### config.mk
export PLATFORM = sky130hd
export DESIGN_NAME = if_stage
export DESIGN_NICKNAME = d
export VERILOG_FILES = /design/src/rtl/if_stage_pkg.sv /design/src/rtl/if_stage_fetch_fifo.sv /design/src/rtl/if_stage.sv
export SDC_FILE = /design/constraint.sdc
export NUM_CORES = 1
export LEC_CHECK = 0
export ABC_AREA = 1
export CAP_MARGIN = 20
export CORE_MARGIN = 3
export CORE_UTILIZATION = 50
export DETAILED_ROUTE_END_ITERATION = 12
export PLACE_DENSITY = 0.76
export SLEW_MARGIN = 20
export SYNTH_ARGS = -nofsm -noshare
export SYNTH_HDL_FRONTEND = slang
export SYNTH_SLANG_ARGS = --single-unit
export TNS_END_PERCENT = 1
### constraint.sdc
create_clock -name clk -period 8.97 [get_ports clk]
set_input_delay 1.794 -clock clk [delete_from_list [all_inputs] [get_ports clk]]
set_output_delay 1.794 -clock clk [all_outputs]
set_load 0.1 [all_outputs]
### src/rtl/if_stage_pkg.sv
// Shared types for the instruction fetch slice: ID-stage payload, word helpers
// and the default fetch start address.
package if_stage_pkg;

  typedef logic [31:0] u32_t;

  typedef struct packed {
    u32_t ir;
    u32_t ia_plus_4;
  } id_params_t;

  localparam u32_t IA_RESET_DEFAULT = 32'h0000_0000;

  function automatic u32_t word_align(u32_t a);
    return a & 32'hFFFF_FFFC;
  endfunction

endpackage

### src/rtl/if_stage_fetch_fifo.sv
// Small synchronous FIFO used for both the fetched-word buffer and the queue
// of IA+4 values that belong to in-flight memory requests.
module fetch_fifo #(
  parameter int unsigned WIDTH = 32,
  parameter int unsigned DEPTH = 2
) (
  input  logic                         clk,
  input  logic                         rst_n,
  input  logic                         push,
  input  logic [WIDTH-1:0]             push_data,
  input  logic                         pop,
  input  logic                         flush,
  output logic [WIDTH-1:0]             head,
  output logic [$clog2(DEPTH+1)-1:0]   count
);

  localparam int unsigned AW = (DEPTH > 1) ? $clog2(DEPTH) : 1;
  localparam int unsigned CW = $clog2(DEPTH + 1);

  logic [WIDTH-1:0] mem [DEPTH];
  logic [AW-1:0]    rd_ptr;
  logic [AW-1:0]    wr_ptr;

  // Pointers wrap at DEPTH so non-power-of-two depths work too.
  function automatic logic [AW-1:0] next_ptr(logic [AW-1:0] p);
    return (p == AW'(DEPTH - 1)) ? '0 : p + AW'(1);
  endfunction

  assign head = mem[rd_ptr];

  always_ff @(posedge clk) begin
    if (!rst_n || flush) begin
      rd_ptr <= '0;
      wr_ptr <= '0;
      count  <= '0;
    end else begin
      if (push) begin
        mem[wr_ptr] <= push_data;
        wr_ptr      <= next_ptr(wr_ptr);
      end
      if (pop) begin
        rd_ptr <= next_ptr(rd_ptr);
      end
      count <= count + CW'(push) - CW'(pop);
    end
  end

endmodule

### src/rtl/if_stage.sv
// Instruction fetch: issues in-order word reads, pairs each returned word with
// its IA+4, buffers the pair for ID and redirects on a taken branch from ID.
module if_stage
  import if_stage_pkg::*;
#(
  parameter u32_t        RESET_IA = IA_RESET_DEFAULT,
  parameter int unsigned DEPTH    = 2
) (
  input  logic       clk,
  input  logic       rst_n,
  output logic       imem_req_valid,
  input  logic       imem_req_ready,
  output u32_t       imem_addr,
  input  logic       imem_rsp_valid,
  input  u32_t       imem_rsp_data,
  output id_params_t id_params,
  output logic       id_valid,
  input  logic       id_ready,
  input  logic       branch_req,
  input  u32_t       branch_ia
);

  localparam int unsigned CW = $clog2(DEPTH + 1);
  localparam int unsigned SW = CW + 1;

  u32_t          ia;
  u32_t          pend_head;
  id_params_t    fifo_head;
  id_params_t    fifo_in;
  logic [CW-1:0] out_cnt;
  logic [CW-1:0] fifo_count;
  logic [CW-1:0] drop_cnt;
  logic [SW-1:0] credit_used;
  logic          pop;
  logic          take;
  logic          accept;
  logic          keep_rsp;

  assign pop    = id_valid && id_ready;
  assign take   = pop && branch_req;
  assign accept = imem_req_valid && imem_req_ready;

  // Outstanding plus buffered words may never exceed DEPTH, which is what keeps
  // the data FIFO from overflowing without any back-pressure on memory.
  assign credit_used    = SW'(out_cnt) + SW'(fifo_count) - SW'(pop);
  assign imem_req_valid = rst_n && !take && (credit_used < SW'(DEPTH));
  assign imem_addr      = word_align(ia);

  assign id_valid  = rst_n && (fifo_count != '0);
  assign id_params = rst_n ? fifo_head : '0;

  assign keep_rsp = imem_rsp_valid && (drop_cnt == '0);
  assign fifo_in  = '{ir: imem_rsp_data, ia_plus_4: pend_head};

  // The pending queue's occupancy is the outstanding-request count.
  fetch_fifo #(
    .WIDTH (32),
    .DEPTH (DEPTH)
  ) u_pend_q (
    .clk       (clk),
    .rst_n     (rst_n),
    .push      (accept),
    .push_data (ia + 32'd4),
    .pop       (imem_rsp_valid),
    .flush     (1'b0),
    .head      (pend_head),
    .count     (out_cnt)
  );

  fetch_fifo #(
    .WIDTH ($bits(id_params_t)),
    .DEPTH (DEPTH)
  ) u_data_fifo (
    .clk       (clk),
    .rst_n     (rst_n),
    .push      (keep_rsp),
    .push_data (fifo_in),
    .pop       (pop),
    .flush     (take),
    .head      (fifo_head),
    .count     (fifo_count)
  );

  always_ff @(posedge clk) begin
    if (!rst_n) begin
      ia       <= RESET_IA;
      drop_cnt <= '0;
    end else begin
      if (take) begin
        ia <= word_align(branch_ia);
      end else if (accept) begin
        ia <= ia + 32'd4;
      end

      // Everything still in flight after this cycle belongs to the wrong path.
      if (take) begin
        drop_cnt <= out_cnt - CW'(imem_rsp_valid);
      end else if (imem_rsp_valid && (drop_cnt != '0)) begin
        drop_cnt <= drop_cnt - CW'(1);
      end
    end
  end

  rsp_needs_request: assert property (
    @(posedge clk) disable iff (!rst_n) imem_rsp_valid |-> (out_cnt != '0)
  );

endmodule

==> results.json <==
{
  "grt_setup_unrepaired": "no",
  "syn2layout_area_growth_pct": 25.94,
  "ys_top_cells_by_area": "edfxtp_1 57%, nor2_1 9.3%, dfxtp_1 8.6%",
  "final_nets": 1177,
  "cp_num_buf_inv": 4,
  "part_of_the_yosys_area_used_for_sequential_elements": 0.6511,
  "critical_path.cell_chain": "clkdlybuf4s50_1 > nand3_1 > inv_1 > nand2_1 > nand2_1 > nand2_1 > fa_1 > nand2_1 > nor2_1 > nand3_1 > inv_1 > clkdlybuf4s50_1",
  "synth.most_common_cell": "nor2_1",
  "timing.critical_path.slowest_cell_delay_ns": 1.13,
  "initial_utilization": 0.5158,
  "report.final.slew_viol_count": 0,
  "horizontal_die_dimension_um": 145.8,
  "drv_cap": 0,
  "tritoncts_clock_tree": "done",
  "clk_latency_ns": 0.50,
  "syn_area_per_cell_sq_um": 10.35,
  "peakVddDrop_mv": 0.2960,
  "grt_overflow": 0,
  "fin_tns_setup_ns": 0,
  "postCtsSetupRepairBufs": 0,
  "grt_pass1_vias": 6614,
  "synthDominantCellAreaShare": 0.5651,
  "finalHoldWorstSlack_ns": 0.5081,
  "yosysUniqueCellTypes": 36,
  "synth-compound-area-share": 0.05234,
  "numClockSinks": 226,
  "numPortBuffers": 161,
  "antenna_violations_before_repair": 0,
  "routed_wirelength_um": 21320,
  "synth_adder_area_share": 0.009725,
  "cts_repair_resize_count": 0,
  "cts.reportedPaths.clkPinSlew_ns": 0.06,
  "final.period_utilization": 0.7352,
  "final_area_sq_um": 12310,
  "via_per_inst": 5.060,
  "gr-usage-all-layers": 0.1956,
  "die_height_um": 145.8,
  "ys_seq_elements": 226,
  "worst_clock_skew_ns": 0.01595,
  "core.rowCount": 50,
  "cp.arrival_ns": 4.80,
  "async_reset_ff_frac": 0,
  "drt_pass1_iterations": 5,
  "fp.dieArea_sq_um": 21270,
  "antennaDiodeCount": 0,
  "post_synthesis_instance_area_sq_um": 9778,
  "maxSlewHeadroom": 0.2978,
  "synth-main-ff-cell": "edfxtp_1",
  "detailed_place.area_sq_um": 11600,
  "dp_hpwl_um": 13600,
  "synth_top_family_by_area": "simple AND/OR/NAND/NOR gates",
  "crit_top_cell": "nand2_1",
  "synth.top_cells.by_count": "242 x nor2_1, 184 x edfxtp_1, 173 x nand2_1, 88 x o21ai_0",
  "timing_worst_setup_path_type": "primary input to output pin",
  "cp-start-kind": "primary input",
  "switchingPower_mw": 1.764,
  "timing.critical_path.required_ns": 7.18,
  "synth_xor_area_frac": 0.007166,
  "status": "complete, no violations",
  "p_int_mw": 2.310,
  "finalWorstSetupSlack_ns": 2.375,
  "synth_top_cell_by_area": "edfxtp_1",
  "power.share.combinational": 0.406,
  "fmax_mhz": 151.6,
  "route.detailed.wl_per_inst_um": 15.49,
  "critPathSlowestCell": "clkdlybuf4s50_1",
  "ctsHoldBuffers": 0,
  "synth_edf_count": 184,
  "postSynthCellCount": 945,
  "layout_cells_sized_above_1": 0.08602,
  "globalplace.congestion": 0.9002,
  "fillCellCount": 1470,
  "fin_crit_ns": 6.595,
  "cpLargestDelayFamily": "buffers and inverters",
  "detail_route.iter0.violations": 516,
  "leakage_component_of_the_power_nw": 4.614,
  "cts_made_buffers": 23,
  "pwr_density_cell_nw_per_um2": 330.9,
  "boundaryPins": 168,
  "htree_num_levels": 1,
  "ys_warn_count": 0,
  "synth-simple-area-share": 0.2060,
  "pre_cts_slack_ns": 2.374,
  "portion_of_netlist_area_occupied_by_mux_cells": 0.03455,
  "hold_class": "register to register",
  "grt_max_degree": 95,
  "crit_path_max_fanout": 3,
  "setup_viol": 0,
  "tightest_slew_ns": 1.050,
  "switching_share": 0.4330,
  "report.final.hold_viol_count": 0,
  "cts-root-buf": "clkbuf_16",
  "first_pass_grt_wire_length_um": 33960,
  "seq_power_share": 0.375,
  "max-clock-path-buffers": 3,
  "final_antenna_net_count": 0,
  "vias": 6962,
  "drc": 0,
  "clock_power_share": 0.219,
  "critical_path.endpoint_type": "output pin",
  "coreArea_sq_um": 18960
}
worst register-to-register path, stage by stage (launching register included):
cell     delay [ns]
dfxtp_1        0.34
inv_2          0.05
nand2_1        0.10
nand3_1        0.14
inv_1          0.08
nand2_1        0.08
nand2_1        0.09
nand2_1        0.07
fa_1           0.49
nand2_1        0.05
nor2_1         0.17
nand4_2        0.47
nand2_2        0.69
inv_2          0.31
nor2_1         0.19
nor2_1         0.06
sequential cells by signal (all words and copies together), names as in the netlist, named ones only:
register            flops
u_pend_q.count          2
drop_cnt                2
u_data_fifo.count       2
ia                     30
u_pend_q.rd_ptr         1
u_pend_q.mem           60
u_data_fifo.rd_ptr      1
u_pend_q.wr_ptr         1
u_data_fifo.wr_ptr      1
u_data_fifo.mem       124
cell usage in the layout, fill, tap and decap left out, drive strengths merged:
master,Yosys,final
xnor2,2,2
nor3b,1,1
or2,1,1
nand2,177,177
clkinvlp,0,1
nor2,253,253
nand3b,10,10
a21oi,5,5
nor3,2,2
inv,45,45
a31oi,1,1
bufinv,0,2
clkdlybuf4s50,0,160
fa,1,1
o21bai,1,1
clkinv,3,17
edfxtp,184,184
o31ai,1,1
mux2,30,30
nand3,27,27
and2,10,10
o21ai,93,93
xor2,6,6
ha,6,6
nand4,3,3
clkbuf,25,24
dfxtp,42,42
buf,15,7
conb,1,4
metal layers:
layer  GRT usage  vias up  wire, um
met3     0.03145       33      1366
li1            -     3473         -
met1      0.2767     3239      9676
met4     0.05698        0       493
met5           0        -         0
met2      0.3154      217      9782
through the flow:
stage | util | instances | total power, mW
floorplan | - | 948 | 2.788
global placement | 0.6117 | 1335 | 3.171
detailed placement | 0.6119 | 1335 | 3.199
CTS | 0.6496 | 1376 | 4.098
global route | 0.6496 | 1376 | 4.251
finish | 0.6496 | 1376 | 4.074
worst paths after layout:
path / slack [ns] / depth (start not counted) / from / end
worst max-delay path: 2.37 / 12 / id_ready / imem_req_valid
worst min-delay path: 0.51 / 2 / drop_cnt[0] / drop_cnt[0]
worst max register to register: 5.48 / 15 / u_data_fifo.count[1] / ia[15]
worst min register to register: 0.51 / 2 / drop_cnt[0] / drop_cnt[0]
power groups by stage:
stage | Clock (mW) | Sequential (mW) | Combinational (mW)
3_3_place_gp | 0 | 1.54 | 1.63
6_report | 0.894 | 1.53 | 1.65
5_1_grt | 0.943 | 1.55 | 1.76
2_1_floorplan | 0 | 1.93 | 0.856
4_1_cts | 0.911 | 1.52 | 1.66
3_5_place_dp | 0 | 1.54 | 1.65
cell families after synthesis:
family | Yosys count
xor+xnor | 8
mux | 30
buf+inv | 88
other cells | 1
fa+ha+maj | 7
simple gates | 484
compound gates | 101
flops | 226
layout make-up:
class                   count  area (sq um)  share of cell area
clock buffers              24         579.3             0.04704
clock inverters            17         136.4             0.01108
inverters                  48         182.7             0.01483
multi-input cells         634          3072              0.2494
flip-flops and latches    226          6367              0.5171
well taps                 260         325.3             0.02642
repair buffers            167          1652              0.1341
No activity file was read; power rests on OpenSTA's default activity.
